### src/rtl/light_pwm_driver.sv
`default_nettype none
// ============================================================================
// Module   : light_pwm_driver
// Purpose  : Drives one LED pin with PWM from the light FSM's 2-bit level
//            code. Level changes fade linearly, one duty step per prescaler
//            tick. The duty value seen by the pin is updated only at PWM period
//            boundaries, so a single period never mixes two duty values.
// Ports    : i_clk    - system clock
//            i_reset  - asynchronous, active-low reset
//            i_light  - requested level code (00 off, 01 low, 10 mid, 11 full)
//            o_led    - registered PWM drive for the LED pin
//            o_duty   - working duty register (not the period shadow)
//            o_busy   - high while a fade is in progress
// Params   : PWM_BITS - PWM resolution (>= 3); period is 2^PWM_BITS-1 clocks
//            TICK_DIV - clocks per fade step (>= 2)
// Revision : 1.0 - initial release
// ============================================================================
module light_pwm_driver #(
  parameter int PWM_BITS = 8,
  parameter int TICK_DIV = 100000
) (
  input  logic                i_clk,
  input  logic                i_reset,
  input  logic [1:0]          i_light,
  output logic                o_led,
  output logic [PWM_BITS-1:0] o_duty,
  output logic                o_busy
);

  localparam int PRESC_W = (TICK_DIV > 2) ? $clog2(TICK_DIV) : 1;

  localparam logic [PRESC_W-1:0]  C_TICK_LAST = PRESC_W'(TICK_DIV - 1);
  // Last PWM count is 2^PWM_BITS-2, so a full-scale duty keeps the pin high.
  localparam logic [PWM_BITS-1:0] C_CNT_LAST  = {{(PWM_BITS-1){1'b1}}, 1'b0};
  localparam logic [PWM_BITS-1:0] C_TGT_OFF   = '0;
  localparam logic [PWM_BITS-1:0] C_TGT_LOW   = {2'b01, {(PWM_BITS-2){1'b0}}};
  localparam logic [PWM_BITS-1:0] C_TGT_MID   = {2'b10, {(PWM_BITS-2){1'b0}}};
  localparam logic [PWM_BITS-1:0] C_TGT_FULL  = '1;

  typedef enum logic [1:0] {
    ST_IDLE      = 2'd0,
    ST_FADE_UP   = 2'd1,
    ST_FADE_DOWN = 2'd2
  } state_t;

  state_t              state_q, state_d;
  logic [1:0]          light_q, light_d;
  logic [PWM_BITS-1:0] duty_q, duty_d;
  logic [PRESC_W-1:0]  presc_q, presc_d;
  logic [PWM_BITS-1:0] cnt_q, cnt_d;
  logic [PWM_BITS-1:0] shadow_q, shadow_d;
  logic                led_q, led_d;

  logic [PWM_BITS-1:0] target;
  logic [PWM_BITS-1:0] step_duty;
  logic                go_up;
  logic                tick;
  logic                period_end;

  // --------------------------------------------------------------------------
  // Input register and target decode (one cycle of input latency)
  // --------------------------------------------------------------------------
  always_comb begin
    light_d = i_light;
  end

  always_comb begin
    target = C_TGT_OFF;
    case (light_q)
      2'b00:   target = C_TGT_OFF;
      2'b01:   target = C_TGT_LOW;
      2'b10:   target = C_TGT_MID;
      default: target = C_TGT_FULL;
    endcase
  end

  // --------------------------------------------------------------------------
  // Fade FSM and step prescaler
  // --------------------------------------------------------------------------
  always_comb begin
    tick      = (presc_q == C_TICK_LAST);
    go_up     = (target > duty_q);
    // Steps only ever move toward the target, so this cannot wrap.
    step_duty = go_up ? (duty_q + 1'b1) : (duty_q - 1'b1);
  end

  always_comb begin
    state_d = state_q;
    duty_d  = duty_q;
    presc_d = '0;
    case (state_q)
      ST_IDLE: begin
        if (target > duty_q) begin
          state_d = ST_FADE_UP;
        end else if (target < duty_q) begin
          state_d = ST_FADE_DOWN;
        end
      end
      ST_FADE_UP, ST_FADE_DOWN: begin
        if (target == duty_q) begin
          // Target moved onto the current duty: nothing left to fade.
          state_d = ST_IDLE;
        end else begin
          // Direction follows the live target, so a mid-fade crossing
          // reverses without restarting the prescaler.
          state_d = go_up ? ST_FADE_UP : ST_FADE_DOWN;
          if (tick) begin
            duty_d = step_duty;
            if (step_duty == target) begin
              state_d = ST_IDLE;
            end
          end else begin
            presc_d = presc_q + 1'b1;
          end
        end
      end
      default: begin
        state_d = ST_IDLE;
      end
    endcase
  end

  // --------------------------------------------------------------------------
  // PWM counter, period shadow and pin driver
  // --------------------------------------------------------------------------
  always_comb begin
    period_end = (cnt_q == C_CNT_LAST);
    cnt_d      = period_end ? '0 : (cnt_q + 1'b1);
    // The shadow samples the pre-step duty when a tick lands on the same edge.
    shadow_d   = period_end ? duty_q : shadow_q;
    led_d      = (cnt_q < shadow_q);
  end

  // --------------------------------------------------------------------------
  // State registers
  // --------------------------------------------------------------------------
  always_ff @(posedge i_clk or negedge i_reset) begin
    if (!i_reset) begin
      state_q  <= ST_IDLE;
      light_q  <= 2'b00;
      duty_q   <= '0;
      presc_q  <= '0;
      cnt_q    <= '0;
      shadow_q <= '0;
      led_q    <= 1'b0;
    end else begin
      state_q  <= state_d;
      light_q  <= light_d;
      duty_q   <= duty_d;
      presc_q  <= presc_d;
      cnt_q    <= cnt_d;
      shadow_q <= shadow_d;
      led_q    <= led_d;
    end
  end

  assign o_led  = led_q;
  assign o_duty = duty_q;
  assign o_busy = (state_q != ST_IDLE);

endmodule
`default_nettype wire
### config.mk
export PLATFORM = sky130hd
export DESIGN_NAME = light_pwm_driver
export DESIGN_NICKNAME = d
export VERILOG_FILES = /design/src/rtl/light_pwm_driver.sv
export SDC_FILE = /design/constraint.sdc
export NUM_CORES = 1
export LEC_CHECK = 0
export CORE_MARGIN = 10
export CORE_UTILIZATION = 40
export CTS_BUF_LIST = sky130_fd_sc_hd__clkbuf_2 sky130_fd_sc_hd__clkbuf_4 sky130_fd_sc_hd__clkbuf_8
export CTS_CLUSTER_DIAMETER = 100
export DETAILED_ROUTE_END_ITERATION = 6
export PLACE_DENSITY = 0.69
export SKIP_CTS_REPAIR_TIMING = 1
export SLEW_MARGIN = 10
export SYNTH_ARGS = -nofsm -noshare
export SYNTH_HDL_FRONTEND = slang
export SYNTH_SLANG_ARGS = --single-unit
### constraint.sdc
create_clock -name i_clk -period 4.4 [get_ports i_clk]
set_clock_uncertainty 0.1 [all_clocks]
set_input_delay 0.88 -clock i_clk [delete_from_list [all_inputs] [get_ports i_clk]]
set_output_delay 0.88 -clock i_clk [all_outputs]
set_load 0.1 [all_outputs]
==> impl_results.md <==
- Layout area overhead: 11.81%
- Fmax: 0.2794 GHz
- Initial DRC Count: 90
- Detailed placement HPWL: 3701 microns
- Port bufs: 13
- Nets: 318
- Pins over their slew limit: 0
- Post-Syn Area per Cell: 9.635 sq um
- Leakage: 1.367 nW
- Drt wl/cell: 13.61 microns
- Compound-Gate Fraction of Synth Area: 10.64%
- Sw power: 0.3052 mW
- Routed met3 length: 147 microns
- RSZ-0062 raised after global routing: false
- Antenna viol nets, final: 0
- Mux cell area share after synthesis: 2.860%
- Drt total wl: 5022 microns
- Inserted Clock Buffers: 5
- Via count: 1953
- GRT Util Overall: 10.61%
- Startpoint types: flip-flop
- Sequential share of power: 46.4%
- Met1 Wirelength: 2458 microns
- Worst-skew pair later-pin latency: 0.30 ns
- Status: finished clean
- Sw Share: 30.88%
- Row cnt: 29
- CTS H-tree depth: 2
- CTS tree: yes
- Post-synth ARST share: 100.0%
- Core area: 6422 sq um
- CTS clk-pin slew, worst paths: 0.09 ns
- Dpl ws: 0.8519 ns
- Crit. End Element: flip-flop
- Largest net degree at the start of global routing: 47
- PwrDens: 331.2 nW/um^2
- Post-synth top flop: dfrtp_1
- Worst path slowest cell: dfrtp_1
- Mapped Cells: 277
- Final design instance area without fill: 2984 sq um
- Final setup violation count: 0
- Area of placed instances: 2872 sq um
- Router iterations before antenna repair: 4
- Clock buffer depth: 2
- Layout cell share with drive strength beyond 1: 7.877%
- Maximum VDD drop: 0.1929 mV
- Post-synth EDFFs: 0
- Routed wl met2: 2334 microns
- Post-Synth Simple-Gate Area: 19.50%
- CP delay by family, top: simple AND/OR/NAND/NOR gates
- DRC: 0
- Die Ht: 101.7 microns
- Routed vias/inst: 5.293
- First-pass GRT wire length: 8942 microns
- Top Ports: 14
- Clock power share: 32.2%
- Max-Cap Viols: 0
- Die Area: 10340 sq um
- Worst-Margin Slew: 1.019 ns
- Final GP Congestion: 0.9306
- Worst setup margin: 0.8205 ns
- Fin crit share: 81.35%
- Internal power: 0.6832 mW
- Critical path required time: 4.49 ns
- Post-Synth XOR/XNOR Area: 10.03%
- Top Metal Used: met4
- Initial antenna violation count: 0
- Worst Path Max Fanout: 7
- Yosys reg bits: 46
- Post-Synth Adder-Cell Area: 10.60%
- CP arrival: 3.67 ns
- Initial Utilization: 41.55%
- Post-synthesis sequential area ratio: 43.13%
- Layout fillers: 594
- Max stage delay on crit path: 0.46 ns
- Fin Setup TNS: 0 ns
- Die X: 101.7 microns
- Worst path bufs/invs: 2
- Grt total ovfl: 0
- Worst-path cell chain: and2_4 -> inv_1 -> ha_1 -> nand3_1 -> a21oi_1 -> nand2_1 -> and2_4 -> inv_1 -> ha_1 -> a211oi_2 -> o21ai_0 -> a21o_1 -> a21oi_2 -> xnor3_1 -> nor3_2 -> nor2_1
- Combinational group share of total power: 21.4%
- Hold crit path type: flip-flop to flip-flop
- CP Class: flip-flop to flip-flop
- Final min period: 3.580 ns
- CTS sink cnt: 46
- Synthesized area: 2669 sq um
- Synthesis Warnings: 0
- Via count of the first global-routing pass: 1928
- Antenna Cells: 0
- Largest family of logic cells by synthesized area: simple AND/OR/NAND/NOR gates
- Flop2flop setup slack: 0.82 ns
- Fin. Hold Viols: 0
- Max-Slew Margin vs Limit: 31.86%
- Clk root buf: clkbuf_8
- Syn nets: 303
- Synth cell types: 46
state kept, by name, summed over array words and instances, names as in the netlist:
signal,flops
state_q,2
o_duty,8
o_led,1
light_q,2
presc_q,17
cnt_q,8
shadow_q,8
per-layer routing:
layer / vias to the layer above / GRT usage (%)
li1: 981 / -
met1: 941 / 13.40
met2: 26 / 17.40
met3: 5 / 2.042
met4: 0 / 4.290
met5: - / 0
cells in the mapped netlist (all sizes together), types with 2 or more instances:
master  number  area, sq um
or3          3        18.77
buf          2        10.01
nor2b        2        12.51
a211oi       4        35.03
and2         3        23.78
o21ai       16        80.08
a21oi        8        43.79
xor2        19        166.4
a21o         4        30.03
nand4        4        25.02
nand2       18        67.56
clkbuf       4        16.26
a22o         2        18.77
nor2        38        142.6
dfrtp       46         1151
mux2         5        56.30
mux2i        2        20.02
ha          21        262.8
nand3       19        100.1
o21a         2        15.01
xnor2        9        78.83
nor4         3        18.77
and3         5        31.28
nor3         8        45.04
inv         16        60.06
area by class of cell:
cell class	instances	area [sq um]	share of cell area, %
inverters	16	60.06	2.013
well taps	77	96.34	3.229
multi-input cells	209	1431	47.97
flip-flops and latches	46	1151	38.57
clock buffers	6	82.58	2.767
repair buffers	14	132.6	4.444
clock inverters	1	30.03	1.006
logic make-up after synthesis:
family / after synthesis
xor gates and xnor gates: 29
adders and majority gates: 22
buffers and inverters: 22
DFF: 46
and+or+nand+nor: 108
AOI/OAI and AO/OA: 43
muxes: 7
power groups by stage:
| stage | logic, mW | registers, mW | clock network [mW] |
|---|---|---|---|
| after floorplan | 0.170 | 0.461 | 0 |
| after global placement | 0.210 | 0.465 | 0 |
| after detailed placement | 0.215 | 0.466 | 0 |
| after CTS | 0.216 | 0.458 | 0.327 |
| after global routing | 0.237 | 0.460 | 0.347 |
| final | 0.212 | 0.458 | 0.318 |
stage by stage:
stage	hold WS [ns]	std cells	util, %	power (mW)
after detailed placement	0.3986	362	44.71	0.6813
after CTS	0.4130	369	46.46	1.001
after global routing	0.4465	369	46.46	1.044
after global placement	0.3918	362	44.71	0.6748
after floorplan	0.3662	277	-	0.6310
final	0.4133	369	46.46	0.9883
cells in the final DEF (no fill, tap or decap), types with 2 or more instances in the layout:
| master | n |
|---|---|
| clkbuf_8 | 6 |
| o21ai_0 | 16 |
| ha_1 | 21 |
| nand3_1 | 18 |
| nor2b_1 | 2 |
| inv_1 | 16 |
| xor2_1 | 19 |
| a211oi_1 | 3 |
| mux2_2 | 5 |
| dfrtp_1 | 46 |
| nor3_1 | 7 |
| a21oi_1 | 7 |
| clkdlybuf4s50_1 | 12 |
| mux2i_1 | 2 |
| and3_1 | 5 |
| a21o_1 | 4 |
| nand2_1 | 18 |
| xnor2_1 | 9 |
| and2_4 | 2 |
| nor4_1 | 3 |
| nor2_1 | 38 |
| or3_1 | 3 |
| o21a_1 | 2 |
| nand4_1 | 4 |
final timing paths:
check                      startpoint          to  cells after the start
max                        light_q[0]  state_q[0]                     16
min                          cnt_q[0]    cnt_q[0]                      1
max reg2reg                light_q[0]  state_q[0]                     16
min reg2reg                  cnt_q[0]    cnt_q[0]                      1
max in group asynchronous     i_reset  presc_q[5]                      1
min in group asynchronous     i_reset   o_duty[4]                      1
worst reg2reg max path, delay by kind of cell (launching register included):
| kind | cells | cell delay, ns |
|---|---|---|
| AO/OA/AOI/OAI | 5 | 0.85 |
| adder cells (fa/ha/maj) | 2 | 0.59 |
| buffers and inverters | 2 | 0.24 |
| flip-flops | 1 | 0.46 |
| AND/OR/NAND/NOR | 6 | 0.91 |
| XOR/XNOR | 1 | 0.34 |
Note: power is estimated with default switching activity, not from simulation.
